File: config.mk
export PLATFORM = sky130hd
export DESIGN_NAME = ebus_responder
export DESIGN_NICKNAME = d
export VERILOG_FILES = /design/src/rtl/ebus_responder.sv
export SDC_FILE = /design/constraint.sdc
export NUM_CORES = 1
export LEC_CHECK = 0
export CAP_MARGIN = 5
export CELL_PAD_IN_SITES_DETAIL_PLACEMENT = 1
export CELL_PAD_IN_SITES_GLOBAL_PLACEMENT = 1
export CORE_UTILIZATION = 33
export DETAILED_ROUTE_END_ITERATION = 6
export PLACE_DENSITY = 0.92
export SYNTH_ARGS = -nofsm -noshare
export SYNTH_HDL_FRONTEND = slang
export SYNTH_SLANG_ARGS = --single-unit
File: constraint.sdc
create_clock -name clk -period 4.7 [get_ports clk]
set_input_delay 0.94 -clock clk [delete_from_list [all_inputs] [get_ports clk]]
set_output_delay 0.94 -clock clk [all_outputs]
set_load 0.01 [all_outputs]
File: src/rtl/ebus_responder.sv
// EBUS device responder: decodes controller-select, runs CONO/DATAO write strobes
// and CONI/DATAI read drives with a bounded devReady wait and sticky timeout flag.
package ebus_pkg;
   typedef struct packed {
      logic        driving;
      logic [0:35] data;
   } tEBUSdriver;
endpackage

module ebus_responder
   import ebus_pkg::*;
#(
   parameter logic [6:0] DEV_CODE   = 7'o000,
   parameter int         WAIT_LIMIT = 16
) (
   input  logic        clk,
   input  logic        CROBAR_N,
   input  logic [6:0]  ebusCS,
   input  logic [2:0]  ebusFunc,
   input  logic        ebusDemand,
   input  logic [0:35] ebusData,
   output logic        ebusXfer,
   output tEBUSdriver  EBUSdriver,
   output logic        conoStrobe,
   output logic        dataoStrobe,
   output logic [0:35] wrData,
   input  logic [0:35] coniValue,
   input  logic [0:35] dataiValue,
   input  logic        devReady,
   output logic        timedOut,
   input  logic        timeoutClr
);

   localparam int CW = $clog2(WAIT_LIMIT + 1);

   typedef enum logic [2:0] {
      S_IDLE, S_WRITE, S_RDWAIT, S_RDDRIVE, S_XFER, S_RELEASE
   } state_e;

   localparam logic [2:0] F_CONI  = 3'd0;
   localparam logic [2:0] F_CONO  = 3'd1;
   localparam logic [2:0] F_DATAI = 3'd2;
   localparam logic [2:0] F_DATAO = 3'd3;

   state_e        state_q, state_d;
   logic          datao_q, datao_d;   // write kind: 1 = DATAO, 0 = CONO
   logic          rd_q, rd_d;         // read transaction keeps driving through XFER
   logic [0:35]   data_q, data_d;
   logic [0:35]   wr_q, wr_d;
   logic [CW-1:0] cnt_q, cnt_d;
   logic          to_q, to_d;
   logic          to_set;
   logic          select;

   assign select = ebusDemand && (ebusCS == DEV_CODE) && (ebusFunc <= F_DATAO);

   always_ff @(posedge clk or negedge CROBAR_N) begin
      if (!CROBAR_N) begin
         state_q <= S_IDLE;
         datao_q <= 1'b0;
         rd_q    <= 1'b0;
         data_q  <= '0;
         wr_q    <= '0;
         cnt_q   <= '0;
         to_q    <= 1'b0;
      end else begin
         state_q <= state_d;
         datao_q <= datao_d;
         rd_q    <= rd_d;
         data_q  <= data_d;
         wr_q    <= wr_d;
         cnt_q   <= cnt_d;
         to_q    <= to_d;
      end
   end

   always_comb begin
      state_d = state_q;
      datao_d = datao_q;
      rd_d    = rd_q;
      data_d  = data_q;
      wr_d    = wr_q;
      cnt_d   = cnt_q;
      to_set  = 1'b0;
      case (state_q)
         S_IDLE: begin
            if (select) begin
               case (ebusFunc)
                  F_CONI: begin
                     data_d  = coniValue;
                     rd_d    = 1'b1;
                     state_d = S_RDDRIVE;
                  end
                  F_DATAI: begin
                     rd_d    = 1'b1;
                     cnt_d   = '0;
                     state_d = S_RDWAIT;
                  end
                  default: begin
                     wr_d    = ebusData;
                     datao_d = (ebusFunc == F_DATAO);
                     rd_d    = 1'b0;
                     state_d = S_WRITE;
                  end
               endcase
            end
         end
         S_WRITE:   state_d = S_XFER;
         S_RDWAIT: begin
            // counter tops out at WAIT_LIMIT, the state is left on that same edge
            cnt_d = cnt_q + CW'(1);
            if (devReady) begin
               data_d  = dataiValue;
               state_d = S_RDDRIVE;
            end else if (cnt_q == CW'(WAIT_LIMIT - 1)) begin
               data_d  = '0;
               to_set  = 1'b1;
               state_d = S_RDDRIVE;
            end
         end
         S_RDDRIVE: state_d = S_XFER;
         S_XFER: begin
            if (!ebusDemand) state_d = S_RELEASE;
         end
         S_RELEASE: begin
            data_d  = '0;
            rd_d    = 1'b0;
            state_d = S_IDLE;
         end
         default:   state_d = S_IDLE;
      endcase
      to_d = to_set ? 1'b1 : (timeoutClr ? 1'b0 : to_q);
   end

   always_comb begin
      conoStrobe         = 1'b0;
      dataoStrobe        = 1'b0;
      ebusXfer           = 1'b0;
      EBUSdriver.driving = 1'b0;
      case (state_q)
         S_WRITE: begin
            conoStrobe  = !datao_q;
            dataoStrobe = datao_q;
         end
         S_RDDRIVE: EBUSdriver.driving = 1'b1;
         S_XFER: begin
            ebusXfer           = 1'b1;
            EBUSdriver.driving = rd_q;
         end
         default: ;
      endcase
      EBUSdriver.data = EBUSdriver.driving ? data_q : '0;
   end

   assign wrData   = wr_q;
   assign timedOut = to_q;

endmodule

* Word-level counts from Yosys, hierarchy flattened
Index checks and enable logic that the tools add are counted.
** Storage, ports and cells
- Input bits :: 123
- Register bits :: 83
** Cells by class
- Equality and inequality tests :: 13
- Mux-type cells :: 27
- Add/sub/neg operators :: 1
- Reductions and logical operators :: 17
- $lt $le $gt $ge :: 1
- Bitwise operators :: 1
** Operators with widths (count)
- $mux 36 :: 5
- $pmux 36 s3 :: 1
- $eq 3x2->1 const B :: 4
- $mux 3 :: 4
- $pmux 3 s4 :: 1
- $mux 1 :: 10
- $mux 5 :: 2
- $pmux 5 s2 :: 1
- $reduce_and 3->1 :: 3
- $logic_not 7->1 :: 1
- $eq 3x3->1 const B :: 2
- $logic_not 3->1 :: 2
- $reduce_bool 2->1 :: 3
- $add 5x1->5 const B :: 1
- $eq 5x4->1 const B :: 1
- $ne 2x1->1 const B :: 2
- $ne 2x2->1 const B :: 2
- $pmux 1 s2 :: 2
- $pmux 2 s2 :: 1
- $reduce_and 4->1 :: 1
- $reduce_or 2->1 :: 2
- $eq 3x1->1 const B :: 1
- $le 3x2->1 const B :: 1
- $ne 3x3->1 const B :: 1
- 5 further kinds :: 6

* Depth between registers and ports, before layout
- Depth in word-level cells :: 5
- Mapped depth :: 7
- Depth with buffers taken out :: 6

* Least setup slack after synthesis
OpenSTA, ideal clock, no wires.
- Path kind :: register -> output
- Start point :: register state_q[2]
- End point :: output port EBUSdriver[26] (netlist bit)
- Path buffers :: 2
- Arrival time :: 1.755 ns
- Cell stages (with the launch flop) :: 7
- Path slack :: 2.005 ns
- Cells stage by stage :: dfrtp_1 > buf_2 > inv_1 > nor3_1 > o2bb2ai_1 > clkbuf_1 > and2_1
** RTL lines
- start, declared :: RTL line 45 : state_e state_q, state_d;
- start signal, assigned :: RTL line 67 : state_q <= state_d;
- end, declared :: RTL line 23 : output tEBUSdriver EBUSdriver,

==> qor.csv <==
stage,metric,value,unit
outcome,status,"complete, but fails checks",
outcome,violations,design-rule violations,
logic_synthesis,synth_fa_ha_area_frac,0.00633,
power_and_ir_drop,p_per_area,375,nW/µm²
clock_network,insertion_delay,0.33,ns
critical_path,cp-end-kind,primary output,
grt,grt-ovfl-total,0,
sta,setup_viol,0,
clock_network,hold_buffers,0,
logic_synthesis,synth-simple-area-share,0.112,
route,viasPerCell,5.05,
sta,maxSlewHeadroom,0.307,
cells_and_area,synthToLayoutAreaGrowth,61.9,%
critical_path,worstSetupStartpointType,flip-flop,
grt,grt_max_degree,84,
grt,antenna_found_initial,0,
route,wl_per_cell,18.6,µm
floorplan,ios,200,
route,remaining_drc_errors,17,
floorplan,die_h,111,µm
logic_synthesis,ys_ff_latch,83,
placed_design,hpwl,9010,µm
route,drtAntennaViolNets,0,
flow_run,maxCapViolCount,0,
logic_synthesis,syn_avg_cell_area,12.9,µm²
clock_network,clock_tree.buffer_depth,2,
logic_synthesis,synth-seq-area-share,0.525,
logic_synthesis,synth_compound_area_frac,0.115,
grt,track_usage,0.199,
sta,fin_crit_sh,0.787,
logic_synthesis,synth_top_family_by_area,multiplexers,
logic_synthesis,synth_edf_count,0,
critical_path,path_class,reg -> out,
clock_network,cts_root_buf,clkbuf_16,
sta,tightestPinTransition,1.04,ns
sta,hold_viol_final,0,
clock_network,clk_pin_slew_worst_paths,0.07,ns
grt,grt_pass1_wl,19400,µm
sta,maxSlewViolCount,0,
power_and_ir_drop,peakVddDrop,0.196,mV
placed_design,dp_slack,1.24,ns
floorplan,start_util,0.342,
logic_synthesis,netlist_area,3950,µm²
critical_path,path_cells,inv_1 > nor3_1 > o2bb2ai_2 > buf_4 > and2_1 > clkdlybuf4s50_1,
logic_synthesis,synth.yosys.warnings,0,
cells_and_area,drive_above_1_share,0.199,
route,vias,3282,
logic_synthesis,ys.flop_type,dfrtp_1,
placed_design,gp_congestion,0.734,
floorplan,dieArea,12400,µm²
floorplan,die_w,111,µm
clock_network,cts_setup_buffers,0,
critical_path,max_stage_delay,0.56,ns
critical_path,critical-path-top-delay-family,buffers and inverters,
clock_network,htreeDepth,3,
critical_path,critical_path_peak_fanout,37,
sta,setup_slack,1.00,ns
sta,rsz0062_at_grt,no,
power_and_ir_drop,p_leak,2.76,nW
logic_synthesis,synthArstFlopShare,1.00,
route,drt_pass1_iterations,6,
critical_path,critical_path_buf_inv_count,3,
clock_network,numClockSinks,83,
sta,setup_tns,0,ns
cells_and_area,diodes,0,
critical_path,worstPathRequired,3.76,ns
logic_synthesis,muxShareOfSynthArea,0.210,
route,drtIter0Drc,122,
min_path,hold_path_class,reg -> reg,
clock_network,post_cts_resized,0,
grt,grt_pass1_vias,3690,
sta,fin_crit,3.70,ns
logic_synthesis,synth-xor-area-share,0,
cells_and_area,finalNetCount,627,
logic_synthesis,synth.distinct_cells,37,
placed_design,portBuffers,199,
clock_network,cts_tree,built,
route,wirelength,12100,µm
critical_path,regToRegSetupSlack,2.29,ns
clock_network,cts_buffers,9,
logic_synthesis,syn_inst,307,
sta,fmax,0.270,GHz
logic_synthesis,syn_nets,432,
floorplan,rows,39,
critical_path,cpMaxStageDelayCell,dfrtp_1,
sta,clock_skew,0.00715,ns
critical_path,critical_path_arrival,2.76,ns
floorplan,design.core.area,11600,µm²
## synth_stat cells (3+ instances only)
cell type | instances | area share
nor3_1 | 6 | 0.0076
mux2_2 | 72 | 0.21
nor2_1 | 4 | 0.0038
inv_1 | 5 | 0.0047
o21ai_0 | 3 | 0.0038
a22o_1 | 39 | 0.086
clkbuf_1 | 12 | 0.011
buf_6 | 3 | 0.0085
buf_2 | 4 | 0.0051
nand2_1 | 5 | 0.0047
and2_1 | 37 | 0.059
dfrtp_1 | 83 | 0.53
nand2b_1 | 3 | 0.0047
## report_power, final
group	leakage (nW)	internal [W]	total, W	switching (W)
Sequential	1.08	0.000888	0.000987	0.0000991
Combinational	1.52	0.000385	0.000632	0.000247
Clock	0.162	0.000496	0.000785	0.000288
Total	2.76	0.00177	0.00240	0.000634
## path summary, 6_finish.rpt
kind,startpoint,endpoint,cells past startpoint
min,data_q[33],data_q[33],1
min in group asynchronous,CROBAR_N,data_q[31],1
max reg2reg,state_q[0],wrData[26],4
max,state_q[2],EBUSdriver[17],6
min reg2reg,data_q[33],data_q[33],1
max in group asynchronous,CROBAR_N,wrData[3],1
## worst register-to-register path: stages, from the launching register on
cell	delay (ns)
dfrtp_1	0.53
nor4b_1	0.37
nand4_1	0.57
buf_4	0.49
mux2_2	0.33
## logic make-up after synthesis
| logic type | after synthesis |
|---|---|
| AND/OR/NAND/NOR | 70 |
| adder cells (fa/ha/maj) | 2 |
| buffers and inverters | 25 |
| flip-flops | 83 |
| AO/OA/AOI/OAI | 53 |
| multiplexers | 74 |
## per-layer routing
layer	vias up	wire, µm	global-route usage
li1	1505	-	-
met1	1614	4850	0.234
met2	152	5960	0.345
met3	11	1090	0.0631
met4	0	155	0.0658
met5	-	0	0
## per-stage QoR
step	area, µm²	instances	hold slack, ns	total power [W]	utilization
CTS	6400	650	0.483	0.00243	0.554
floorplan	3950	307	0.449	0.00138	-
global placement	6060	634	0.462	0.00159	0.524
finish	6400	650	0.477	0.00240	0.554
global route	6400	650	0.498	0.00253	0.554
detailed placement	6060	634	0.469	0.00164	0.524
## registers in the layout (all words and copies together), names as in the netlist
signal    flops
cnt_q         5
data_q       36
datao_q       1
rd_q          1
state_q       3
timedOut      1
wrData       36
## cell usage in the layout (no fill, tap or decap), drive strengths merged, types with 3 or more instances in the layout
cell type | synthesis | final
buf | 7 | 6
nor3 | 7 | 7
nor2 | 4 | 4
clkdlybuf4s50 | 0 | 198
and2 | 37 | 37
mux2 | 73 | 73
a22o | 39 | 39
nand2 | 5 | 5
dfrtp | 83 | 83
nor3b | 3 | 3
o21ai | 3 | 3
inv | 5 | 5
nand2b | 3 | 3
clkbuf | 13 | 11
## layout make-up
type	instances	area, µm²
multi-input cells	199	1760
clock inverters	5	85.1
well taps	143	179
fillers	1172	5160
flip-flops and latches	83	2080
repair buffers	204	2030
clock buffers	11	253
inverters	5	18.8
(Power assumes the default switching activity.)
